## config.mk

```make
export PLATFORM = sky130hd
export DESIGN_NAME = bip_control
export DESIGN_NICKNAME = d
export VERILOG_FILES = /design/src/rtl/bip_pkg.sv /design/src/rtl/bip_decoder.sv /design/src/rtl/bip_control.sv
export SDC_FILE = /design/constraint.sdc
export NUM_CORES = 1
export LEC_CHECK = 0
export ABC_AREA = 0
export CAP_MARGIN = 20
export CORE_MARGIN = 1.5
export CORE_UTILIZATION = 30
export DETAILED_ROUTE_END_ITERATION = 8
export SLEW_MARGIN = 15
export SYNTH_ARGS = -nofsm -noshare
export SYNTH_HDL_FRONTEND = slang
export SYNTH_SLANG_ARGS = --single-unit
```

## constraint.sdc

```tcl
create_clock -name i_CLK -period 2.5 [get_ports i_CLK]
set_input_delay 0.5 -clock i_CLK [delete_from_list [all_inputs] [get_ports i_CLK]]
set_output_delay 0.5 -clock i_CLK [all_outputs]
set_load 0.03 [all_outputs]
```

## src/rtl/bip_pkg.sv

```systemverilog
// Shared opcode, accumulator-mux and FSM state encodings for the BIP sequencer
// and its arithmetic unit.
package bip_pkg;

    localparam logic [4:0] OP_HLT  = 5'b00000;
    localparam logic [4:0] OP_STO  = 5'b00001;
    localparam logic [4:0] OP_LD   = 5'b00010;
    localparam logic [4:0] OP_LDI  = 5'b00011;
    localparam logic [4:0] OP_ADD  = 5'b00100;
    localparam logic [4:0] OP_ADDI = 5'b00101;
    localparam logic [4:0] OP_SUB  = 5'b00110;
    localparam logic [4:0] OP_SUBI = 5'b00111;

    localparam logic [1:0] SELA_RAM = 2'b00;
    localparam logic [1:0] SELA_IMM = 2'b01;
    localparam logic [1:0] SELA_ALU = 2'b10;

    typedef enum logic [2:0] {
        ST_IDLE,
        ST_FETCH,
        ST_DECODE,
        ST_EXEC,
        ST_HALT
    } state_t;

endpackage

```

## src/rtl/bip_decoder.sv

```systemverilog
// Combinational opcode decoder: RAM read request in the decode phase,
// datapath strobes and mux selects in the execute phase only.
module bip_decoder
    import bip_pkg::*;
#(
    parameter int N_OP = 5
) (
    input  logic [N_OP-1:0] op,
    input  logic            dec,
    input  logic            exec,
    output logic [1:0]      sel_a,
    output logic            sel_b,
    output logic            wr_acc,
    output logic            wr_ram,
    output logic            rd_ram,
    output logic [N_OP-1:0] alu_op,
    output logic            illegal
);

    always_comb begin
        sel_a   = SELA_RAM;
        sel_b   = 1'b0;
        wr_acc  = 1'b0;
        wr_ram  = 1'b0;
        rd_ram  = 1'b0;
        alu_op  = '0;
        illegal = 1'b0;

        // RAM data must be ready by EXEC, so the read is issued one cycle early
        if (dec) begin
            case (op)
                OP_LD, OP_ADD, OP_SUB: rd_ram = 1'b1;
                default: rd_ram = 1'b0;
            endcase
        end

        if (exec) begin
            case (op)
                OP_HLT: begin end
                OP_STO: wr_ram = 1'b1;
                OP_LD: begin
                    wr_acc = 1'b1;
                    sel_a  = SELA_RAM;
                end
                OP_LDI: begin
                    wr_acc = 1'b1;
                    sel_a  = SELA_IMM;
                end
                OP_ADD, OP_SUB: begin
                    wr_acc = 1'b1;
                    sel_a  = SELA_ALU;
                    alu_op = op;
                end
                OP_ADDI, OP_SUBI: begin
                    wr_acc = 1'b1;
                    sel_a  = SELA_ALU;
                    sel_b  = 1'b1;
                    alu_op = op;
                end
                default: illegal = 1'b1;
            endcase
        end
    end

endmodule

```

## src/rtl/bip_control.sv

```systemverilog
// BIP instruction sequencer: FETCH/DECODE/EXEC FSM, program counter,
// instruction register and debug cycle counter.
module bip_control
    import bip_pkg::*;
#(
    parameter int N_BUS  = 16,
    parameter int N_OP   = 5,
    parameter int N_ADDR = 11,
    parameter int N_CYC  = 32
) (
    input  logic              i_CLK,
    input  logic              i_RST_N,
    input  logic              i_START,
    input  logic [N_BUS-1:0]  i_INSTR,
    output logic [N_ADDR-1:0] o_PROG_ADDR,
    output logic [N_OP-1:0]   o_OP,
    output logic [1:0]        o_SEL_A,
    output logic              o_SEL_B,
    output logic [N_BUS-1:0]  o_IMM,
    output logic [N_ADDR-1:0] o_DATA_ADDR,
    output logic              o_RD_RAM,
    output logic              o_WR_RAM,
    output logic              o_WR_ACC,
    output logic              o_HALT,
    output logic              o_ILLEGAL,
    output logic [N_CYC-1:0]  o_CYCLES
);

    state_t            state, state_nxt;
    logic [N_ADDR-1:0] pc, pc_nxt;
    logic [N_BUS-1:0]  ir;
    logic [N_CYC-1:0]  cycles;
    logic              clr_cyc;
    logic              dec_ph, exec_ph, run_ph;
    logic [N_BUS-1:0]  cur;

    assign dec_ph  = (state == ST_DECODE);
    assign exec_ph = (state == ST_EXEC);
    assign run_ph  = (state == ST_FETCH) || dec_ph || exec_ph;

    // During DECODE the word is still on the memory bus, not yet in IR
    assign cur = dec_ph ? i_INSTR : ir;

    bip_decoder #(.N_OP(N_OP)) u_dec (
        .op      (cur[N_BUS-1 -: N_OP]),
        .dec     (dec_ph),
        .exec    (exec_ph),
        .sel_a   (o_SEL_A),
        .sel_b   (o_SEL_B),
        .wr_acc  (o_WR_ACC),
        .wr_ram  (o_WR_RAM),
        .rd_ram  (o_RD_RAM),
        .alu_op  (o_OP),
        .illegal (o_ILLEGAL)
    );

    assign o_PROG_ADDR = pc;
    assign o_DATA_ADDR = cur[N_ADDR-1:0];
    assign o_IMM       = {{(N_BUS-N_ADDR){ir[N_ADDR-1]}}, ir[N_ADDR-1:0]};
    assign o_HALT      = (state == ST_HALT);
    assign o_CYCLES    = cycles;

    always_comb begin
        state_nxt = state;
        pc_nxt    = pc;
        clr_cyc   = 1'b0;
        case (state)
            ST_IDLE:   if (i_START) state_nxt = ST_FETCH;
            ST_FETCH:  state_nxt = ST_DECODE;
            ST_DECODE: state_nxt = ST_EXEC;
            ST_EXEC: begin
                if (ir[N_BUS-1 -: N_OP] == OP_HLT) begin
                    state_nxt = ST_HALT;
                end else begin
                    state_nxt = ST_FETCH;
                    pc_nxt    = pc + N_ADDR'(1);
                end
            end
            ST_HALT: begin
                if (i_START) begin
                    state_nxt = ST_FETCH;
                    pc_nxt    = '0;
                    clr_cyc   = 1'b1;
                end
            end
            default: state_nxt = ST_IDLE;
        endcase
    end

    always_ff @(posedge i_CLK or negedge i_RST_N) begin
        if (!i_RST_N) begin
            state  <= ST_IDLE;
            pc     <= '0;
            ir     <= '0;
            cycles <= '0;
        end else begin
            state <= state_nxt;
            pc    <= pc_nxt;
            if (dec_ph)
                ir <= i_INSTR;
            if (clr_cyc)
                cycles <= '0;
            else if (run_ph && (cycles != {N_CYC{1'b1}}))
                cycles <= cycles + N_CYC'(1);
        end
    end

endmodule

```

==> flow_metrics.tcl, run 1 <==
set metrics [dict create \
    avgViaCountPerCell 5.00 \
    path_max_fanout 5 \
    post_synth_and_or_nand_nor_area_fraction 0.234 \
    layout.cells.most_common "sky130_fd_sc_hd__clkdlybuf4s50_1" \
    clock_network_latency_to_the_later_pin_of_the_worst_skew_pair_ns 0.32 \
    post-route-period-util 0.982 \
    tightestPinTransition_ns 0.547 \
    design_area_um2 4890 \
    rows 39 \
    start_util 0.308 \
    sw_frac_of_total 0.441 \
    run_status "finished, final reports clean" \
    num_antenna_cells 0 \
    placedInstanceArea_um2 4530 \
    setup.worst_path.class "register to output pin" \
    ys_warn_count 0 \
    drcViolationCount 0 \
    slew_violations 0 \
    grt_pass1_vias 2930 \
    drive_gt1_frac 0.175 \
    critical_path.cell_chain "nor3b_2 > buf_6 > mux2_4 > nand2b_4 > nor4b_4 > buf_4" \
    avgRoutedWirePerCell_um 14.4 \
    worst_path_largest_cell_delay_ns 0.40 \
    finalNetCount 456 \
    synthMuxAreaShare 0.0647 \
    total_power_w 0.00732 \
    achievable-frequency_mhz 407 \
    worst_case_clock_buffer_depth 2 \
    iteration_0_drc_count_of_the_detailed_router 106 \
    worstPathRequired_ns 2.00 \
    core_area_um2 11400 \
    boundaryPins 102 \
    critical-path-top-delay-family "simple AND/OR/NAND/NOR gates" \
    cp.buffers_inverters 2 \
    die_w_um 111 \
    yosys.area_share.adder 0.00711 \
    ys_seq_area_frac 0.441 \
    dp_hpwl_mm 6.11 \
    mappedNetlistArea_um2 3520 \
    vias 2912 \
    post_synth_inst_count 349 \
    final_report_hold_violation_count 0 \
    power.internal_w 0.00409 \
    timing.clock.skew_ns 0.00696 \
    main_combinational_cell_family_by_area_after_synthesis "simple AND/OR/NAND/NOR gates" \
    mostFrequentLayoutCells "78 x sky130_fd_sc_hd__clkdlybuf4s50_1, 62 x sky130_fd_sc_hd__dfrtp_1, 34 x sky130_fd_sc_hd__nor2_1, 21 x sky130_fd_sc_hd__nand2_1, 21 x sky130_fd_sc_hd__buf_4" \
    hold_path_class "primary input to async pin" \
    combinationalPowerShare 0.533 \
    syn_area_per_cell_um2 10.1 \
    clock_h_tree_levels 3 \
    period_minus_slack_ns 2.46 \
    netlist-cell-type-count 58 \
    initial_antenna_violation_count 0 \
    io_buffer_count 99 \
    max_rail_drop_vdd_mv 0.762 \
    leakage_nw 1.96 \
    numClockSinks 62 \
    r2r_setup_slack_ns 0.37 \
    first_pass_grt_wire_length_mm 14.4 \
    cpMaxStageDelayCell "sky130_fd_sc_hd__dfrtp_1" \
    total_global_routing_track_utilization 0.141 \
    synth_compound_gate_area_share 0.118 \
    cts.clk_slew.worst_paths_ns 0.05 \
    grt_max_degree 63 \
    fp.dieH_um 111 \
    detail_route.first_pass.iterations 4 \
    dieArea_um2 12400 \
    synth-edff-count 0 \
    timing.critical_path.arrival_ns 1.96 \
    finish.utilization 0.428 \
    grt_overflow 0 \
    clock_tree_from_tritoncts "done" \
    cts.root.buffer_cell "sky130_fd_sc_hd__clkbuf_16" \
    number_of_buffers_added_by_the_clock_tree_synthesis_step 9 \
    final_antenna_net_count 0 \
    proportion_of_register_bits_with_asynchronous_set_or_reset_after_synthesis 1.00 \
    power-per-cell-area_nw_per_um2 1500 \
    rsz_0062_raised_after_global_routing "yes" \
    worstSetupEndpointType "output pin" \
    nFillCells 1118 \
    area_growth_syn_to_layout_pct 38.9 \
    yosys.area_share.xor_xnor 0.0448 \
    drt-total-wl_mm 8.39 \
    max_cap_viol_count 0 \
    slew_headroom 0.632 \
    worst_setup_path_start_kind "register" \
    total_setup_violations_reported_at_the_end_of_the_flow 0 \
    synth.ff_latch_count 62 \
    switchingPower_w 0.00323 \
    synth-main-ff-cell "sky130_fd_sc_hd__dfrtp_1" \
    gp_congestion 0.786 \
    seq_power_share 0.272 \
    power.clock.fraction 0.194 \
]
layout make-up:
type | count | area (um^2) | share of cell area
multi-input cells | 238 | 1700 | 0.348
flip-flops and latches | 62 | 1550 | 0.317
repair buffers | 115 | 1080 | 0.221
clock buffers | 11 | 243 | 0.0497
well taps | 143 | 179 | 0.0366
clock inverters | 4 | 95.1 | 0.0195
inverters | 9 | 33.8 | 0.00691
state kept, by name, indices dropped and copies added, names as in the netlist:
signal	flops
state	3
o_PROG_ADDR	11
o_CYCLES	32
ir	16
cell usage after synthesis, types with 5 or more instances:
cell type | count | share of area
sky130_fd_sc_hd__or3_1 | 11 | 0.020
sky130_fd_sc_hd__mux2i_1 | 7 | 0.020
sky130_fd_sc_hd__nor2_1 | 34 | 0.036
sky130_fd_sc_hd__nand3_1 | 13 | 0.018
sky130_fd_sc_hd__and3_1 | 6 | 0.011
sky130_fd_sc_hd__a21oi_1 | 16 | 0.023
sky130_fd_sc_hd__nand4_1 | 12 | 0.021
sky130_fd_sc_hd__o31ai_1 | 5 | 0.011
sky130_fd_sc_hd__inv_1 | 9 | 0.0096
sky130_fd_sc_hd__dfrtp_1 | 62 | 0.44
sky130_fd_sc_hd__xnor2_1 | 10 | 0.025
sky130_fd_sc_hd__nand2_1 | 21 | 0.022
sky130_fd_sc_hd__buf_4 | 32 | 0.068
sky130_fd_sc_hd__nor3_1 | 5 | 0.0071
sky130_fd_sc_hd__xor2_1 | 8 | 0.020
sky130_fd_sc_hd__o21ai_0 | 10 | 0.014
sky130_fd_sc_hd__mux2_2 | 14 | 0.045
metrics by stage:
stage / setup TNS, ns / instances / worst slack [ns] / hold WS, ns
global placement: 0 / 565 / 0.225 / 0.504
finish: 0 / 582 / 0.0440 / 0.176
global route: -0.199 / 582 / -0.0545 / 0.222
detailed placement: 0 / 565 / 0.209 / 0.511
floorplan: -0.0919 / 350 / -0.0487 / 0.204
CTS: -0.0242 / 580 / -0.0242 / 0.203
worst reg2reg max path, stage by stage (launching register included):
cell	delay, ns
sky130_fd_sc_hd__dfrtp_1	0.45
sky130_fd_sc_hd__and4_1	0.43
sky130_fd_sc_hd__nand4_4	0.20
sky130_fd_sc_hd__a2111o_1	0.50
sky130_fd_sc_hd__or3_1	0.33
sky130_fd_sc_hd__a21oi_1	0.14
logic make-up (layout without fill, tap and decap cells):
family / count (synthesis) / in the layout
AOI/OAI and AO/OA: 57 / 57
muxes: 21 / 21
and+or+nand+nor: 138 / 138
adders and majority gates: 2 / 2
DFF: 62 / 62
xor gates and xnor gates: 18 / 18
other: 1 / 2
buffers and inverters: 50 / 139
metal layers:
metal / routed length [um] / track usage / vias up
li1: - / - / 1406
met1: 4010 / 0.188 / 1442
met2: 4000 / 0.229 / 60
met3: 333 / 0.0334 / 4
met4: 44 / 0.0405 / 0
met5: 0 / 0 / -
power groups by stage:
stage / combinational [W] / clock, W / sequential, W
CTS: 0.00389 / 0.00146 / 0.00199
finish: 0.00390 / 0.00142 / 0.00199
floorplan: 0.00225 / 0 / 0.00245
global route: 0.00418 / 0.00151 / 0.00208
detailed placement: 0.00394 / 0 / 0.00200
global placement: 0.00389 / 0 / 0.00198
path summary, 6_finish.rpt:
check / from / end / cells after the start
max in group asynchronous: i_RST_N / o_CYCLES[29] / 2
worst max-delay path: state[2] / o_RD_RAM / 6
worst max register to register: o_CYCLES[8] / o_CYCLES[21] / 5
min in group i_CLK: ir[8] / ir[8] / 1
worst min register to register: ir[8] / ir[8] / 1
worst min-delay path: i_RST_N / ir[2] / 2
repair_timing:
action | 4_1_cts | 5_1_grt
gates resized for setup | 16 | 8
buffers inserted | 0 | 2
hold buffers | 0 | 0
setup endpoints to repair | 15 | 4
pin swaps | 0 | 3
Power figures use the tool's default switching activity.
==> run 2: changes to the inputs <==
CTS_BUF_LIST = sky130_fd_sc_hd__clkbuf_8   (was default)
==> run 2 against run 1 <==
Critical path depth unchanged. Wire length unchanged. Worst hold slack worse by 0.015 ns. Highest routed layer unchanged.
==> flow_metrics.tcl, run 2 (synthesis gave the netlist of run 1 again) <==
set metrics [dict create \
    run_status "finished, final reports clean" \
    max_cap_viol_count 0 \
    mostFrequentLayoutCells "77 x sky130_fd_sc_hd__clkdlybuf4s50_1, 62 x sky130_fd_sc_hd__dfrtp_1, 34 x sky130_fd_sc_hd__nor2_1, 20 x sky130_fd_sc_hd__nand2_1, 20 x sky130_fd_sc_hd__buf_4" \
    total_setup_violations_reported_at_the_end_of_the_flow 0 \
    drcViolationCount 0 \
    detail_route.first_pass.iterations 4 \
    sw_frac_of_total 0.457 \
    worstSetupEndpointType "output pin" \
    grt_max_degree 63 \
    number_of_buffers_added_by_the_clock_tree_synthesis_step 9 \
    area_growth_syn_to_layout_pct 37.0 \
    clock_h_tree_levels 3 \
    total_global_routing_track_utilization 0.141 \
    r2r_setup_slack_ns 0.35 \
    total_power_w 0.00703 \
    drt-total-wl_mm 8.39 \
    placedInstanceArea_um2 4530 \
    leakage_nw 1.93 \
    cts.root.buffer_cell "sky130_fd_sc_hd__clkbuf_8" \
    cts.clk_slew.worst_paths_ns 0.07 \
    start_util 0.308 \
    avgRoutedWirePerCell_um 14.4 \
    hold_path_class "primary input to async pin" \
    timing.clock.skew_ns 0.0137 \
    drive_gt1_frac 0.182 \
    num_antenna_cells 0 \
    worst_case_clock_buffer_depth 2 \
    timing.rr.start "o_CYCLES[8]" \
    avgViaCountPerCell 5.03 \
    numClockSinks 62 \
    timing.critical_path.arrival_ns 1.98 \
    switchingPower_w 0.00321 \
    final.setup.tns_ns 0 \
    combinationalPowerShare 0.564 \
    clock_network_latency_to_the_later_pin_of_the_worst_skew_pair_ns 0.33 \
    boundaryPins 102 \
    placed_cells_incl_taps 565 \
    slew_headroom 0.613 \
    dp_hpwl_mm 6.11 \
    first_pass_grt_wire_length_mm 14.4 \
    finalNetCount 456 \
    worst_setup_path_start_kind "register" \
    nFillCells 1131 \
    grt_pass1_vias 2931 \
    finish.utilization 0.422 \
    period_minus_slack_ns 2.48 \
    gp_congestion 0.786 \
    design_area_um2 4820 \
    cts.hold.buffers_added 0 \
    seq_power_share 0.284 \
    largest_reg_flops 32 \
    core_area_um2 11400 \
    power.clock.fraction 0.152 \
    setup.worst_path.class "register to output pin" \
    grt_overflow 0 \
    worstPathRequired_ns 2.00 \
    die_w_um 111 \
    slew_violations 0 \
    initial_antenna_violation_count 0 \
    rows 39 \
    worst_reg2reg_path_endpoint "o_CYCLES[21]" \
    tightestPinTransition_ns 0.576 \
    vias 2927 \
    clock_tree_from_tritoncts "done" \
    post-route-period-util 0.990 \
    r2r_cell_count 5 \
    fin_cells 582 \
    io_buffer_count 99 \
    layout.cells.most_common "sky130_fd_sc_hd__clkdlybuf4s50_1" \
    power-per-cell-area_nw_per_um2 1460 \
    max_rail_drop_vdd_mv 0.735 \
    achievable-frequency_mhz 404 \
    path_max_fanout 3 \
    final_antenna_net_count 0 \
    iteration_0_drc_count_of_the_detailed_router 76 \
    final_report_hold_violation_count 0 \
    rsz_0062_raised_after_global_routing "yes" \
    fp.dieH_um 111 \
    power.internal_w 0.00381 \
    dieArea_um2 12400 \
]
==> run 2: what timing repair did <==
item                                    4_1_cts  5_1_grt
endpoints found under the setup margin       15       14
buffers inserted                              1        1
pin swaps                                     0        4
endpoints found under the hold margin         0        0
resized for setup                            19       12
==> run 2: worst max-delay path: stages (launching register included) <==
cell	delay [ns]
sky130_fd_sc_hd__dfrtp_1	0.40
sky130_fd_sc_hd__nor3b_2	0.25
sky130_fd_sc_hd__buf_6	0.15
sky130_fd_sc_hd__mux2_4	0.30
sky130_fd_sc_hd__nand2b_4	0.15
sky130_fd_sc_hd__nor4b_4	0.20
sky130_fd_sc_hd__buf_4	0.19
==> run 2: through the flow <==
step,hold slack (ns),setup WS (ns)
floorplan,0.204,-0.0487
global placement,0.504,0.225
detailed placement,0.511,0.209
CTS,0.170,-0.0111
global route,0.194,-0.0637
finish,0.161,0.0246
==> run 2: worst max-delay path by stage <==
stage	startpoint	end	slack [ns]	cells after the start
CTS	state[0]	o_RD_RAM	-0.01	6
finish	state[2]	o_RD_RAM	0.02	6
floorplan	state[0]	o_WR_ACC	-0.05	6
global placement	i_INSTR[1]	o_DATA_ADDR[1]	0.23	3
detailed placement	i_INSTR[3]	o_DATA_ADDR[3]	0.21	3
global route	state[2]	o_RD_RAM	-0.06	6
==> run 2: layout make-up <==
| cell class | instances | area, um^2 | area share |
|---|---|---|---|
| Inverter | 9 | 33.8 | 0.00701 |
| Tap cell | 143 | 179 | 0.0371 |
| Sequential cell | 62 | 1550 | 0.322 |
| Clock inverter | 5 | 98.8 | 0.0205 |
| Clock buffer | 10 | 138 | 0.0285 |
| Timing Repair Buffer | 115 | 1090 | 0.227 |
| Multi-Input combinational cell | 238 | 1730 | 0.358 |
==> run 2: metal layers <==
| layer | part of all wire | global-route usage | vias up |
|---|---|---|---|
| met1 | 0.47 | 0.187 | 1444 |
| met2 | 0.48 | 0.230 | 67 |
| met3 | 0.043 | 0.0350 | 10 |
| met5 | 0 | 0 | - |
| met4 | 0.012 | 0.0405 | 0 |
| li1 | - | - | 1406 |
==> run 2: power by group through the flow <==
stage / Sequential, W / Combinational, W / Clock (W)
floorplan: 0.00245 / 0.00225 / 0
global placement: 0.00198 / 0.00389 / 0
detailed placement: 0.00200 / 0.00394 / 0
CTS: 0.00199 / 0.00396 / 0.00111
global route: 0.00209 / 0.00424 / 0.00115
finish: 0.00200 / 0.00396 / 0.00107
